--- src/rtl/qs_gen.sv ---
// Queue selector: routes IBM metadata to TSN slot, RC/PTP or BE queues, frees errored/dropped pointers.
// Define QS_DROP_EN to honour in_qs_q_full (drop + free-back + drop_cnt); otherwise full flags are ignored.
module qs_gen #(
    parameter int PTR_W  = 9,
    parameter int TS_NUM = 2,
    parameter int CRD_W  = 7,
    localparam int TS_W  = $clog2(TS_NUM),
    localparam int MD_W  = PTR_W + 15
) (
    input  logic                      clk,
    input  logic                      rst_n,
    input  logic [TS_W-1:0]           in_qs_time_slot,
    input  logic [MD_W-1:0]           in_qs_md,
    input  logic                      in_qs_md_wr,
    input  logic [TS_NUM+1:0]         in_qs_q_full,
    output logic [TS_NUM*PTR_W-1:0]   out_qs_ts_md,
    output logic [TS_NUM-1:0]         out_qs_ts_md_wr,
    output logic [CRD_W+PTR_W-1:0]    out_qs_rc_md,
    output logic                      out_qs_rc_md_wr,
    output logic [PTR_W-1:0]          out_qs_be_md,
    output logic                      out_qs_be_md_wr,
    output logic [PTR_W-1:0]          out_qs_free_ptr,
    output logic                      out_qs_free_wr,
    input  logic                      in_qs_cnt_clr,
    output logic [15:0]               out_qs_drop_cnt,
    output logic [15:0]               out_qs_err_cnt
);

    localparam logic [31:0] CRD_MAX = (32'd1 << CRD_W) - 32'd1;

    logic [2:0]       typ;
    logic [11:0]      len;
    logic [PTR_W-1:0] ptr;
    logic [31:0]      beats;
    logic [CRD_W-1:0] crd;
    logic [CRD_W-1:0] rc_crd;
    logic [TS_NUM-1:0] ts_full;
    logic slot_ok;
    logic is_ts, is_rc, is_be, is_err, tgt_full;
    logic drop_ev, err_ev;

    assign typ     = in_qs_md[MD_W-1 -: 3];
    assign len     = in_qs_md[PTR_W +: 12];
    assign ptr     = in_qs_md[PTR_W-1:0];
    assign beats   = {24'd0, len[11:4]};
    assign ts_full = in_qs_q_full[TS_NUM-1:0];
    assign slot_ok = {{(32-TS_W){1'b0}}, in_qs_time_slot} < 32'(TS_NUM);

    // Credit is beats minus two, clamped at both ends of the field range
    always_comb begin
        if (beats < 32'd2)
            crd = '0;
        else if (beats - 32'd2 > CRD_MAX)
            crd = CRD_MAX[CRD_W-1:0];
        else
            crd = CRD_W'(beats - 32'd2);
    end

    always_comb begin
        is_ts  = 1'b0;
        is_rc  = 1'b0;
        is_be  = 1'b0;
        is_err = 1'b0;
        rc_crd = '0;
        case (typ)
            3'd3: begin
                if (slot_ok) is_ts = 1'b1;
                else         is_err = 1'b1;
            end
            3'd1: begin
                is_rc  = 1'b1;
                rc_crd = crd;
            end
            3'd2:    is_rc  = 1'b1;
            3'd0:    is_be  = 1'b1;
            default: is_err = 1'b1;
        endcase
    end

`ifdef QS_DROP_EN
    always_comb begin
        tgt_full = 1'b0;
        if (is_ts)      tgt_full = ts_full[in_qs_time_slot];
        else if (is_rc) tgt_full = in_qs_q_full[TS_NUM];
        else if (is_be) tgt_full = in_qs_q_full[TS_NUM+1];
    end
`else
    logic unused_full;
    assign unused_full = ^ts_full ^ in_qs_q_full[TS_NUM] ^ in_qs_q_full[TS_NUM+1];
    assign tgt_full    = 1'b0;
`endif

    assign drop_ev = in_qs_md_wr & ~is_err & tgt_full;
    assign err_ev  = in_qs_md_wr & is_err;

    always_ff @(posedge clk) begin
        if (!rst_n) begin
            out_qs_ts_md    <= '0;
            out_qs_ts_md_wr <= '0;
            out_qs_rc_md    <= '0;
            out_qs_rc_md_wr <= 1'b0;
            out_qs_be_md    <= '0;
            out_qs_be_md_wr <= 1'b0;
            out_qs_free_ptr <= '0;
            out_qs_free_wr  <= 1'b0;
            out_qs_err_cnt  <= '0;
        end else begin
            out_qs_ts_md    <= '0;
            out_qs_ts_md_wr <= '0;
            out_qs_rc_md    <= '0;
            out_qs_rc_md_wr <= 1'b0;
            out_qs_be_md    <= '0;
            out_qs_be_md_wr <= 1'b0;
            out_qs_free_ptr <= '0;
            out_qs_free_wr  <= 1'b0;
            if (in_qs_md_wr) begin
                if (is_err || tgt_full) begin
                    out_qs_free_ptr <= ptr;
                    out_qs_free_wr  <= 1'b1;
                end else if (is_ts) begin
                    for (int k = 0; k < TS_NUM; k++) begin
                        if (in_qs_time_slot == TS_W'(k)) begin
                            out_qs_ts_md[k*PTR_W +: PTR_W] <= ptr;
                            out_qs_ts_md_wr[k]             <= 1'b1;
                        end
                    end
                end else if (is_rc) begin
                    out_qs_rc_md    <= {rc_crd, ptr};
                    out_qs_rc_md_wr <= 1'b1;
                end else begin
                    out_qs_be_md    <= ptr;
                    out_qs_be_md_wr <= 1'b1;
                end
            end
            if (in_qs_cnt_clr)
                out_qs_err_cnt <= {15'd0, err_ev};
            else if (err_ev && out_qs_err_cnt != 16'hFFFF)
                out_qs_err_cnt <= out_qs_err_cnt + 16'd1;
        end
    end

`ifdef QS_DROP_EN
    always_ff @(posedge clk) begin
        if (!rst_n)
            out_qs_drop_cnt <= '0;
        else if (in_qs_cnt_clr)
            out_qs_drop_cnt <= {15'd0, drop_ev};
        else if (drop_ev && out_qs_drop_cnt != 16'hFFFF)
            out_qs_drop_cnt <= out_qs_drop_cnt + 16'd1;
    end
`else
    assign out_qs_drop_cnt = 16'd0;
`endif

endmodule

--- config.mk ---
export PLATFORM = sky130hd
export DESIGN_NAME = qs_gen
export DESIGN_NICKNAME = d
export VERILOG_FILES = /design/src/rtl/qs_gen.sv
export SDC_FILE = /design/constraint.sdc
export NUM_CORES = 1
export LEC_CHECK = 0
export ABC_AREA = 1
export ABC_CLOCK_PERIOD_IN_PS = 4900
export CORE_MARGIN = 3
export CORE_UTILIZATION = 44
export DETAILED_ROUTE_END_ITERATION = 7
export GPL_ROUTABILITY_DRIVEN = 0
export PLACE_DENSITY = 0.82
export SLEW_MARGIN = 20
export SYNTH_ARGS = -nofsm -noshare
export SYNTH_HDL_FRONTEND = slang
export SYNTH_SLANG_ARGS = --single-unit
--- constraint.sdc ---
create_clock -name clk -period 4.9 [get_ports clk]
set_clock_uncertainty 0.2 [all_clocks]
set_input_delay 1.225 -clock clk [delete_from_list [all_inputs] [get_ports clk]]
set_output_delay 1.225 -clock clk [all_outputs]
set_load 0.02 [all_outputs]
### Yosys cells after proc, flatten, opt, wreduce, memory -nomap -nowiden

Index checks and enable logic that the tools add are counted.
Widths: inputs -> output; s select.

| word-level totals | value |
|---|---|
| register bits after elaboration | 73 |
| bits of input ports | 33 |
| output and inout bits | 89 |
| logic and storage cells | 52 |

| cells by class | value |
|---|---|
| add/subtract/negate cells | 2 |
| $lt $le $gt $ge | 2 |
| eq/ne operators | 4 |
| multiplexer cells | 10 |
| bitwise gates (word level) | 7 |
| reductions and logical operators | 15 |

Operators by type and width:

| operator | count |
|---|---|
| $gt 32x7->1 const B | 1 |
| $add 16x1->16 const B | 1 |
| $ne 16x16->1 const B | 1 |
| $reduce_or 5->1 | 3 |
| $mux 1 | 9 |
| $sub 8x2->9 const B | 1 |
| $lt 8x2->1 const B | 1 |
| $reduce_or 4->1 | 2 |
| $mux 7 | 1 |
| $reduce_or 7->1 | 1 |
| $eq 3x2->1 const B | 2 |
| $not 1->1 | 6 |
| $reduce_or 6->1 | 1 |
| $reduce_and 5->1 | 1 |
| $reduce_and 4->1 | 1 |
| $reduce_or 2->1 | 2 |
| $eq 3x1->1 const B | 1 |
| $logic_not 3->1 | 1 |
| $reduce_and 2->1 | 1 |
| $reduce_bool 2->1 | 1 |
| $and 1x1->1 | 1 |
| $logic_and 1x1->1 | 1 |

### Depth between registers and ports, before layout

Gate-level depths: netlist of the first run.

| logic depth | value |
|---|---|
| depth in word-level cells | 7 |
| gate-level depth with buffers | 10 |
| mapped depth without buffers | 10 |

### Least setup slack after synthesis of the first run

No wires, ideal clock.

| path | value |
|---|---|
| kind | input to register |
| start | input port in_qs_md[14] |
| end | register out_qs_rc_md[10] |
| setup time | 0.123 ns |
| arrival time | 2.116 ns |
| data required time | 4.577 ns |
| path slack | 2.461 ns |
| stages | 7 |
| path buffers | 0 |
| cell sequence | inv_1 > ha_1 > nand3_1 > o21ai_0 > nand2_1 > a21oi_2 > a21oi_1 |

| between the ends | value |
|---|---|
| cells in the longest elaborated chain, start to end | 3 |
| elaborated cells between the ends (all ways) | 5 |
| classes of those cells | 1 x add/sub; 2 x order compare; 1 x mux; 1 x reduce/logical |

RTL lines:

| item | RTL line | RTL |
|---|---|---|
| from (decl) | 13 | `input logic [MD_W-1:0] in_qs_md,` |
| $sub 8x2->9 | 56 | `crd = CRD_W'(beats - 32'd2);` |
| $gt 32x7->1 | 53 | `else if (beats - 32'd2 > CRD_MAX)` |
| $mux 7 | 53 |  |
| to (signal assigned) | 128 | `out_qs_rc_md <= {rc_crd, ptr};` |
| to (decl) | 18 | `output logic [CRD_W+PTR_W-1:0] out_qs_rc_md,` |

Parallel ways exist; a longest one is shown, timed or not.
A chain may end at the register's enable or synchronous reset.

### Final worst setup path of the first run

| path | value |
|---|---|
| start | register out_qs_err_cnt[2] |
| end | output port out_qs_err_cnt[2] |

RTL lines:

| item | RTL line | RTL |
|---|---|---|
| from (decl) | 26 | `output logic [15:0] out_qs_err_cnt` |
| from (signal assigned) | 136 | `out_qs_err_cnt <= {15'd0, err_ev};` |
| from (signal assigned) | 138 | `out_qs_err_cnt <= out_qs_err_cnt + 16'd1;` |

No word-level cell between the ends.

==> metrics.md, run 1 <==
| Metric | Value |
|---|---|
| HPWL after DPL | `4730 um` |
| Hold WC Path Type | `reg -> reg` |
| Min Tclk post-route | `2.87 ns` |
| Worst-path clk slew | `0.08 ns` |
| Placed instance area | `3700 um^2` |
| Num CTS Buffers | `9` |
| Yosys Warn Count | `0` |
| Clock root cell | `clkbuf_8` |
| Drt initial violations | `129` |
| Layout cell share with drive strength beyond 1 | `7.19%` |
| Drt pass-1 iters | `4` |
| Fin. Hold Viols | `0` |
| I/O Pins | `122` |
| Yosys cell types | `28` |
| Initial antenna violation count | `0` |
| Total negative slack | `0 ns` |
| Final instance area | `3880 um^2` |
| CP Launch Type | `register` |
| Seq/Total Area, Yosys | `53.9%` |
| P_sw | `298 uW` |
| Final core occ | `67.6%` |
| Drt total wl | `6200 um` |
| Sw Share | `26.3%` |
| CP max stage delay | `0.65 ns` |
| Post-CTS sizing | `0` |
| Status | `finished clean` |
| Routed via count | `2325` |
| Area grow syn2layout | `43.2%` |
| Sink Count | `73` |
| Most common cell after layout, fill and taps aside | `clkdlybuf4s50_1` |
| PortBufs | `97` |
| PnR Total Power | `1130 uW` |
| Maximum VDD drop | `0.202 mV` |
| Hold-fix buffers at CTS | `0` |
| WP data arrival | `1.44 ns` |
| Buf/Inv on CP | `1` |
| Gr usage total | `18.1%` |
| Synthesized netlist cell count | `334` |
| Sequential Power Share | `53.4%` |
| # Post-CTS Setup Buffers | `0` |
| Num rows | `27` |
| N_diodes | `0` |
| Comb pwr share | `8.5%` |
| CTS H-tree lvls | `3` |
| Synth Register Bits | `73` |
| TritonCTS clock tree | `built` |
| Antenna viol nets, final | `0` |
| Worst-path cell chain | `clkdlybuf4s50_1` |
| Commonest cells after routing, fill and taps aside | `97 x clkdlybuf4s50_1, 73 x dfxtp_1, 70 x nor2_1` |
| Leakage power | `0.00167 uW` |
| Avg Cell Area, Syn | `8.12 um^2` |
| Clock share of power | `38.1%` |
| Core Region | `5740 um^2` |
| Die W | `84.5 um` |
| Starting density of the core | `47.2%` |
| Global route overflow | `0` |
| Setup crit end kind | `primary output` |
| Internal power | `832 uW` |
| Mapped cell area | `2710 um^2` |
| Final setup vio count | `0` |
| First-pass GRT wire length | `10400 um` |
| Die Height | `84.5 um` |
| Hold_ws | `0.330 ns` |
| Fin. max-slew vios | `0` |
| FMAX | `349 MHz` |
| Final net count | `475` |
| Part of the cycle the worst path needs | `58.5%` |
| Family with the most delay on the worst path | `buffers and inverters` |
| Largest net degree at the start of global routing | `20` |
| Crit-path slowest cell | `clkdlybuf4s50_1` |
| Pwr dens | `291 nW/um^2` |
| Vias per std cell | `4.50` |
| Drc violations | `0` |
| Data required, critical path | `3.47 ns` |
| RSZ-0062 raised after global routing | `no` |
| Vias in the first global route | `2224` |
| Clock latency at the later pin of the worst-skew pair | `0.34 ns` |
| Clk buf depth | `2` |
| Crit path max fanout | `6` |
| Critical path class | `reg -> out` |
| Max-cap viol count | `0` |
| Routed wire per std cell | `12.0 um` |
| Total Die Area | `7140 um^2` |
-- final cells by class --
cell class	count	area [um^2]
clock inverters	7	61.3
flip-flops and latches	73	1460
well taps	72	90.1
repair buffers	97	971
clock buffers	9	124
multi-input cells	213	1000
inverters	46	173
fillers	484	1860
-- metrics by stage --
step	std cells	setup slack [ns]
after floorplan	349	2.46
after global placement	501	1.90
after detailed placement	501	1.82
after CTS	517	2.02
after global routing	517	1.97
final	517	2.03
-- logic make-up (layout without fill, tap and decap cells) --
| family | Yosys count | count (layout) | synth area share, % |
|---|---|---|---|
| simple gates | 168 | 168 | 26.9 |
| flops | 73 | 73 | 53.9 |
| buf+inv | 63 | 159 | 11.2 |
| compound gates | 18 | 18 | 4.01 |
| xor+xnor | 9 | 9 | 2.91 |
| fa+ha+maj | 2 | 2 | 0.922 |
| other cells | 1 | 16 | 0.138 |
-- flip-flops by register name (all words and copies together) (netlist names) --
name             cells
out_qs_ts_md        18
out_qs_err_cnt      16
out_qs_rc_md        16
out_qs_be_md         9
out_qs_free_ptr      9
out_qs_ts_md_wr      2
out_qs_be_md_wr      1
out_qs_free_wr       1
out_qs_rc_md_wr      1
-- Yosys cell counts (all sizes together) --
| cell type | count | area share, % |
|---|---|---|
| nand2 | 64 | 9.2 |
| nand3 | 17 | 3.5 |
| nor3 | 5 | 1.1 |
| dfxtp | 73 | 54 |
| ha | 2 | 0.92 |
| conb | 1 | 0.14 |
| xnor2 | 3 | 0.97 |
| clkinv | 1 | 0.14 |
| buf | 17 | 4.8 |
| nor2 | 76 | 12 |
| or2 | 1 | 0.23 |
| a21oi | 15 | 3.0 |
| inv | 45 | 6.2 |
| nand3b | 1 | 0.28 |
| xor2 | 6 | 1.9 |
| nor3b | 1 | 0.28 |
| nand4 | 3 | 0.69 |
| o21ai | 3 | 0.97 |
-- per-layer routing --
metal  up-vias  global-route usage, %  share of wire, %
met4         0                   5.18               1.0
met3         7                   6.97               8.1
met1      1038                   20.0                39
met5         -                      0                 0
li1       1197                      -                 -
met2        83                   32.2                52
-- power by group through the flow --
stage	sequential [uW]	combinational (uW)	clock, uW
floorplan	628	50.8	0
CTS	604	95.9	441
global placement	618	93.8	0
detailed placement	618	95.4	0
global route	605	105	469
finish	604	95.7	430
-- worst paths after layout --
check	startpoint	endpoint	slack (ns)	cells past startpoint
setup / recovery	out_qs_err_cnt[2]	out_qs_err_cnt[2]	2.03	1
hold / removal	out_qs_err_cnt[7]	out_qs_err_cnt[7]	0.33	2
setup reg to reg	out_qs_err_cnt[0]	out_qs_err_cnt[10]	3.08	10
hold reg to reg	out_qs_err_cnt[7]	out_qs_err_cnt[7]	0.33	2
Power figures use the tool's default switching activity.
==> run 2: changes to the inputs <==
- ABC_CLOCK_PERIOD_IN_PS: 4900 -> 2800
- CORE_UTILIZATION: 44 -> 41
- PLACE_DENSITY: 0.82 -> 0.77
- clock period: 4.9 -> 2.8 ns (I/O delays scaled with it)
==> metrics.md, run 2 (synthesized netlist as in run 1, its figures left out) <==
| Metric | Value |
|---|---|
| Data required, critical path | `1.90 ns` |
| Global route overflow | `0` |
| Drt pass-1 iters | `4` |
| N_diodes | `0` |
| Commonest cells after routing, fill and taps aside | `97 x clkdlybuf4s50_1, 73 x dfxtp_1, 70 x nor2_1` |
| Total Die Area | `7630 um^2` |
| Buf/Inv on CP | `1` |
| Critical path class | `reg -> out` |
| R2r worst-path depth | `9` |
| Top Registers | `out_qs_ts_md (18), out_qs_err_cnt (16), out_qs_rc_md (16)` |
| Die W | `87.3 um` |
| Total negative slack | `0 ns` |
| Area grow syn2layout | `44.9%` |
| Gr usage total | `16.6%` |
| Hold endpoint | `out_qs_err_cnt[14]` |
| CTS H-tree lvls | `3` |
| FMAX | `430 MHz` |
| Clock latency at the later pin of the worst-skew pair | `0.34 ns` |
| Min Tclk post-route | `2.33 ns` |
| Worst r2r dst | `out_qs_err_cnt[13]` |
| Flop2flop setup slack | `0.95 ns` |
| Clk buf depth | `2` |
| Fin. max-slew vios | `0` |
| Pwr dens | `539 nW/um^2` |
| HPWL after DPL | `4560 um` |
| Routed wire per std cell | `11.6 um` |
| Crit path max fanout | `6` |
| Family with the most delay on the worst path | `buffers and inverters` |
| Placed instance area | `3710 um^2` |
| Largest net degree at the start of global routing | `20` |
| Drt total wl | `6080 um` |
| Layout cell share with drive strength beyond 1 | `7.17%` |
| Setup crit end kind | `primary output` |
| Most common cell after layout, fill and taps aside | `clkdlybuf4s50_1` |
| CP Launch Type | `register` |
| Crit-path slowest cell | `clkdlybuf4s50_1` |
| Num CTS Buffers | `9` |
| Drc violations | `0` |
| Final setup vio count | `0` |
| Worst-path cell chain | `clkdlybuf4s50_1` |
| Sink Count | `73` |
| Post-CTS sizing | `0` |
| PortBufs | `97` |
| Antenna viol nets, final | `0` |
| Vias per std cell | `4.34` |
| Die Height | `87.3 um` |
| Worst-path clk slew | `0.08 ns` |
| Final net count | `476` |
| Clock root cell | `clkbuf_8` |
| # Post-CTS Setup Buffers | `0` |
| Core Region | `6390 um^2` |
| WP data arrival | `1.43 ns` |
| Routed via count | `2271` |
| Part of the cycle the worst path needs | `83.1%` |
| Hold-fix buffers at CTS | `0` |
| Drt initial violations | `60` |
| Status | `finished clean` |
| First-pass GRT wire length | `9740 um` |
| CP max stage delay | `0.65 ns` |
| I/O Pins | `122` |
| TritonCTS clock tree | `built` |
| RSZ-0062 raised after global routing | `no` |
| Maximum VDD drop | `0.371 mV` |
| Final instance area | `3930 um^2` |
| Starting density of the core | `42.5%` |
| Num rows | `29` |
| Largest Register | `out_qs_ts_md` |
| Hold_sp | `out_qs_err_cnt[14]` |
| Leakage power | `0.00169 uW` |
| WHS Path Cells | `2` |
| Vias in the first global route | `2107` |
| Largest register FFs | `18` |
| Hold WC Path Type | `reg -> reg` |
| Launching point of the worst reg2reg path | `out_qs_err_cnt[0]` |
| Max-cap viol count | `0` |
| Initial antenna violation count | `0` |
| Fin. Hold Viols | `0` |
run 2: cell types whose count changed in the layout (fill, tap and decap cells not counted):
cell,delta
buf_4,+1
inv_6,-1
clkbuf_1,+1
bufinv_16,+2
clkinv_4,-1
clkinvlp_4,-1
inv_8,-1
clkinv_2,+1
run 2: through the flow:
| step | instances | setup WS [ns] | util [%] | power (uW) | hold slack, ns |
|---|---|---|---|---|---|
| detailed placement | 507 | 0.223 | 58.1 | 1250 | 0.319 |
| finish | 523 | 0.474 | 61.5 | 2120 | 0.332 |
| floorplan | 349 | 0.886 | - | 1190 | 0.375 |
| global placement | 507 | 0.325 | 58.1 | 1250 | 0.306 |
| CTS | 523 | 0.461 | 61.5 | 2130 | 0.332 |
| global route | 523 | 0.393 | 61.5 | 2210 | 0.345 |
run 2: where the power goes:
group	total [uW]	switching (uW)	internal, uW
Combinational	167	97.0	70.5
Sequential	1060	5.71	1050
Clock	892	387	505
run 2: worst max-delay path by stage:
stage                     cells past startpoint                 to         startpoint
after floorplan                               7   out_qs_rc_md[10]       in_qs_md[14]
after global placement                        8   out_qs_rc_md[10]       in_qs_md[14]
after global routing                          1  out_qs_err_cnt[2]  out_qs_err_cnt[2]
after CTS                                     1  out_qs_err_cnt[2]  out_qs_err_cnt[2]
final                                         1  out_qs_err_cnt[2]  out_qs_err_cnt[2]
after detailed placement                      8   out_qs_rc_md[10]       in_qs_md[14]
run 2: per-layer routing:
layer / GRT usage, % / part of all wire, % / wire length, um / vias up
li1: - / - / - / 1204
met1: 18.9 / 40 / 2410 / 980
met2: 27.4 / 49 / 3000 / 77
met3: 7.57 / 9.3 / 564 / 10
met4: 6.00 / 1.7 / 102 / 0
met5: 0 / 0 / 0 / -
run 2: area by class of cell:
cell class | instances | area (um^2)
sequential | 73 | 1460
inverter | 46 | 173
clock inverter | 6 | 90.1
multi-input combinational | 213 | 1000
timing repair buffer | 98 | 978
clock buffer | 10 | 128
fill | 561 | 2460
tap | 77 | 96.3
==> run 3: changes to the inputs <==
- ABC_CLOCK_PERIOD_IN_PS: 2800 -> 2100
- CORE_UTILIZATION: 41 -> 37
- PLACE_DENSITY: 0.77 -> 0.73
- clock period: 2.8 -> 2.1 ns (I/O delays scaled with it)
==> metrics.md, run 3 (synthesized netlist as in run 1, its figures left out) <==
| Metric | Value |
|---|---|
| Fillers | `620` |
| R2r worst-path depth | `11` |
| I/O Pins | `122` |
| Most common cell after layout, fill and taps aside | `clkdlybuf4s50_1` |
| Die Height | `91.6 um` |
| Hold endpoint | `out_qs_err_cnt[14]` |
| WP data arrival | `1.30 ns` |
| Initial antenna violation count | `0` |
| Drt total wl | `6660 um` |
| Hold_sp | `out_qs_err_cnt[14]` |
| Part of the cycle the worst path needs | `96.6%` |
| Largest Register | `out_qs_ts_md` |
| Core Region | `6940 um^2` |
| Hold_ws | `0.328 ns` |
| First-pass GRT wire length | `10600 um` |
| Routed wire per std cell | `12.0 um` |
| Clock root cell | `clkbuf_8` |
| Clk buf depth | `2` |
| Die W | `91.6 um` |
| CP Launch Type | `register` |
| Sequential cell area | `1460 um^2` |
| Top Registers | `out_qs_ts_md (18), out_qs_err_cnt (16), out_qs_rc_md (16)` |
| CTS H-tree lvls | `3` |
| Layout cell share with drive strength beyond 1 | `10.2%` |
| Area of the multi-input gates | `1010 um^2` |
| Gr usage total | `16.0%` |
| Num CTS Buffers | `9` |
| Vias in the first global route | `2221` |
| Critical path class | `reg -> out` |
| Pwr dens | `709 nW/um^2` |
| Worst-path clk slew | `0.08 ns` |
| Setup crit end kind | `primary output` |
| Num rows | `30` |
| Worst-path cell chain | `clkdlybuf4s50_1` |
| Hold-fix buffers at CTS | `0` |
| Buf/Inv on CP | `1` |
| Worst r2r dst | `out_qs_err_cnt[15]` |
| Hold WC Path Type | `reg -> reg` |
| Crit-path slowest cell | `clkdlybuf4s50_1` |
| CP max stage delay | `0.63 ns` |
| Drt pass-1 iters | `4` |
| Drt initial violations | `106` |
| Commonest cells after routing, fill and taps aside | `82 x clkdlybuf4s50_1, 73 x dfxtp_1, 70 x nor2_1` |
| Sink Count | `73` |
| Clock latency at the later pin of the worst-skew pair | `0.34 ns` |
| Flop2flop setup slack | `0.30 ns` |
| Antenna viol nets, final | `0` |
| WHS Path Cells | `2` |
| Data required, critical path | `1.37 ns` |
| Fin. max-slew vios | `0` |
| HPWL after DPL | `4930 um` |
| Routed via count | `2415` |
| Maximum VDD drop | `0.356 mV` |
| Leakage power | `0.00187 uW` |
| Crit path max fanout | `1` |
| Max-cap viol count | `0` |
| Final net count | `490` |
| Placed insts | `540` |
| Final setup vio count | `0` |
| N_diodes | `0` |
| Global route overflow | `0` |
| Final Non-Filler Cells | `556` |
| Drc violations | `0` |
| Largest register FFs | `18` |
| Status | `finished clean` |
| Vias per std cell | `4.34` |
| Total Die Area | `8400 um^2` |
| Fin. Hold Viols | `0` |
| Largest net degree at the start of global routing | `20` |
| Starting density of the core | `39.1%` |
| Min Tclk post-route | `2.03 ns` |
| Launching point of the worst reg2reg path | `out_qs_err_cnt[0]` |
| Area grow syn2layout | `50.7%` |
| FMAX | `493 MHz` |
| TritonCTS clock tree | `built` |
| PortBufs | `97` |
| Family with the most delay on the worst path | `buffers and inverters` |
==> run 3: changes by cell type in the layout (fill, tap and decap cells not counted) <==
cell and delta:
a21oi_2 -1, a21oi_4 +1, buf_12 +2, buf_4 +12, clkbuf_1 -1, clkdlybuf4s50_1 -15
clkinv_4 +1, clkinvlp_4 -1, dlygate4sd2_1 +13, dlymetal6s2s_1 +2, inv_8 +1, o21ai_0 -1
o21ai_1 +1
==> run 3: worst max path at each step <==
stage / from / end / slack (ns) / depth (start not counted)
CTS: out_qs_err_cnt[11] / out_qs_err_cnt[11] / 0.003 / 1
floorplan: out_qs_err_cnt[0] / out_qs_err_cnt[14] / 0.29 / 9
global placement: in_qs_md[14] / out_qs_rc_md[10] / -0.16 / 8
detailed placement: in_qs_md[14] / out_qs_rc_md[11] / -0.27 / 8
global route: in_qs_md[14] / out_qs_rc_md[12] / -0.009 / 8
finish: out_qs_ts_md[4] / out_qs_ts_md[4] / 0.07 / 1
==> run 3: layout make-up <==
| class | count | area share (%) |
|---|---|---|
| multi-input cells | 213 | 24.7 |
| flip-flops and latches | 73 | 35.7 |
| inverters | 46 | 4.22 |
| well taps | 96 | 2.94 |
| clock buffers | 9 | 3.03 |
| repair buffers | 112 | 26.8 |
| clock inverters | 7 | 2.51 |
==> run 3: what timing repair did <==
| action | CTS | global route |
|---|---|---|
| resized for setup | 13 | 4 |
| endpoints found under the setup margin | 13 | 7 |
| buffers inserted | 0 | 0 |
| hold endpoints to repair | 0 | 0 |
==> run 3: metrics by stage <==
stage | area, um^2 | setup WS (ns) | TNS [ns] | total power (uW) | util [%]
floorplan | 2770 | 0.286 | 0 | 1580 | -
global placement | 3870 | -0.159 | -0.879 | 1680 | 55.7
detailed placement | 3870 | -0.269 | -1.81 | 1690 | 55.7
CTS | 4080 | 0.00290 | 0 | 2920 | 58.7
global route | 4090 | -0.00876 | -0.0154 | 3000 | 58.9
finish | 4090 | 0.0718 | 0 | 2900 | 58.9
==> run 3: worst min-delay path, delay by kind of cell (launching register included) <==
kind	cells	cell delay, ns
DFF	1	0.34
and+or+nand+nor	1	0.04
AOI/OAI and AO/OA	1	0.10
==> run 3: report_power, final <==
part / leakage [uW] / switching, uW / internal, uW / total [uW]
Clock: 0.000116 / 562 / 683 / 1250
Sequential: 0.000590 / 7.69 / 1400 / 1410
Combinational: 0.00117 / 136 / 108 / 244
==> run 3: routing by layer <==
layer | wire, um | GRT usage (%)
met5 | 0 | 0
met4 | 144 | 9.42
met3 | 465 | 4.18
met2 | 3360 | 26.1
met1 | 2690 | 18.8
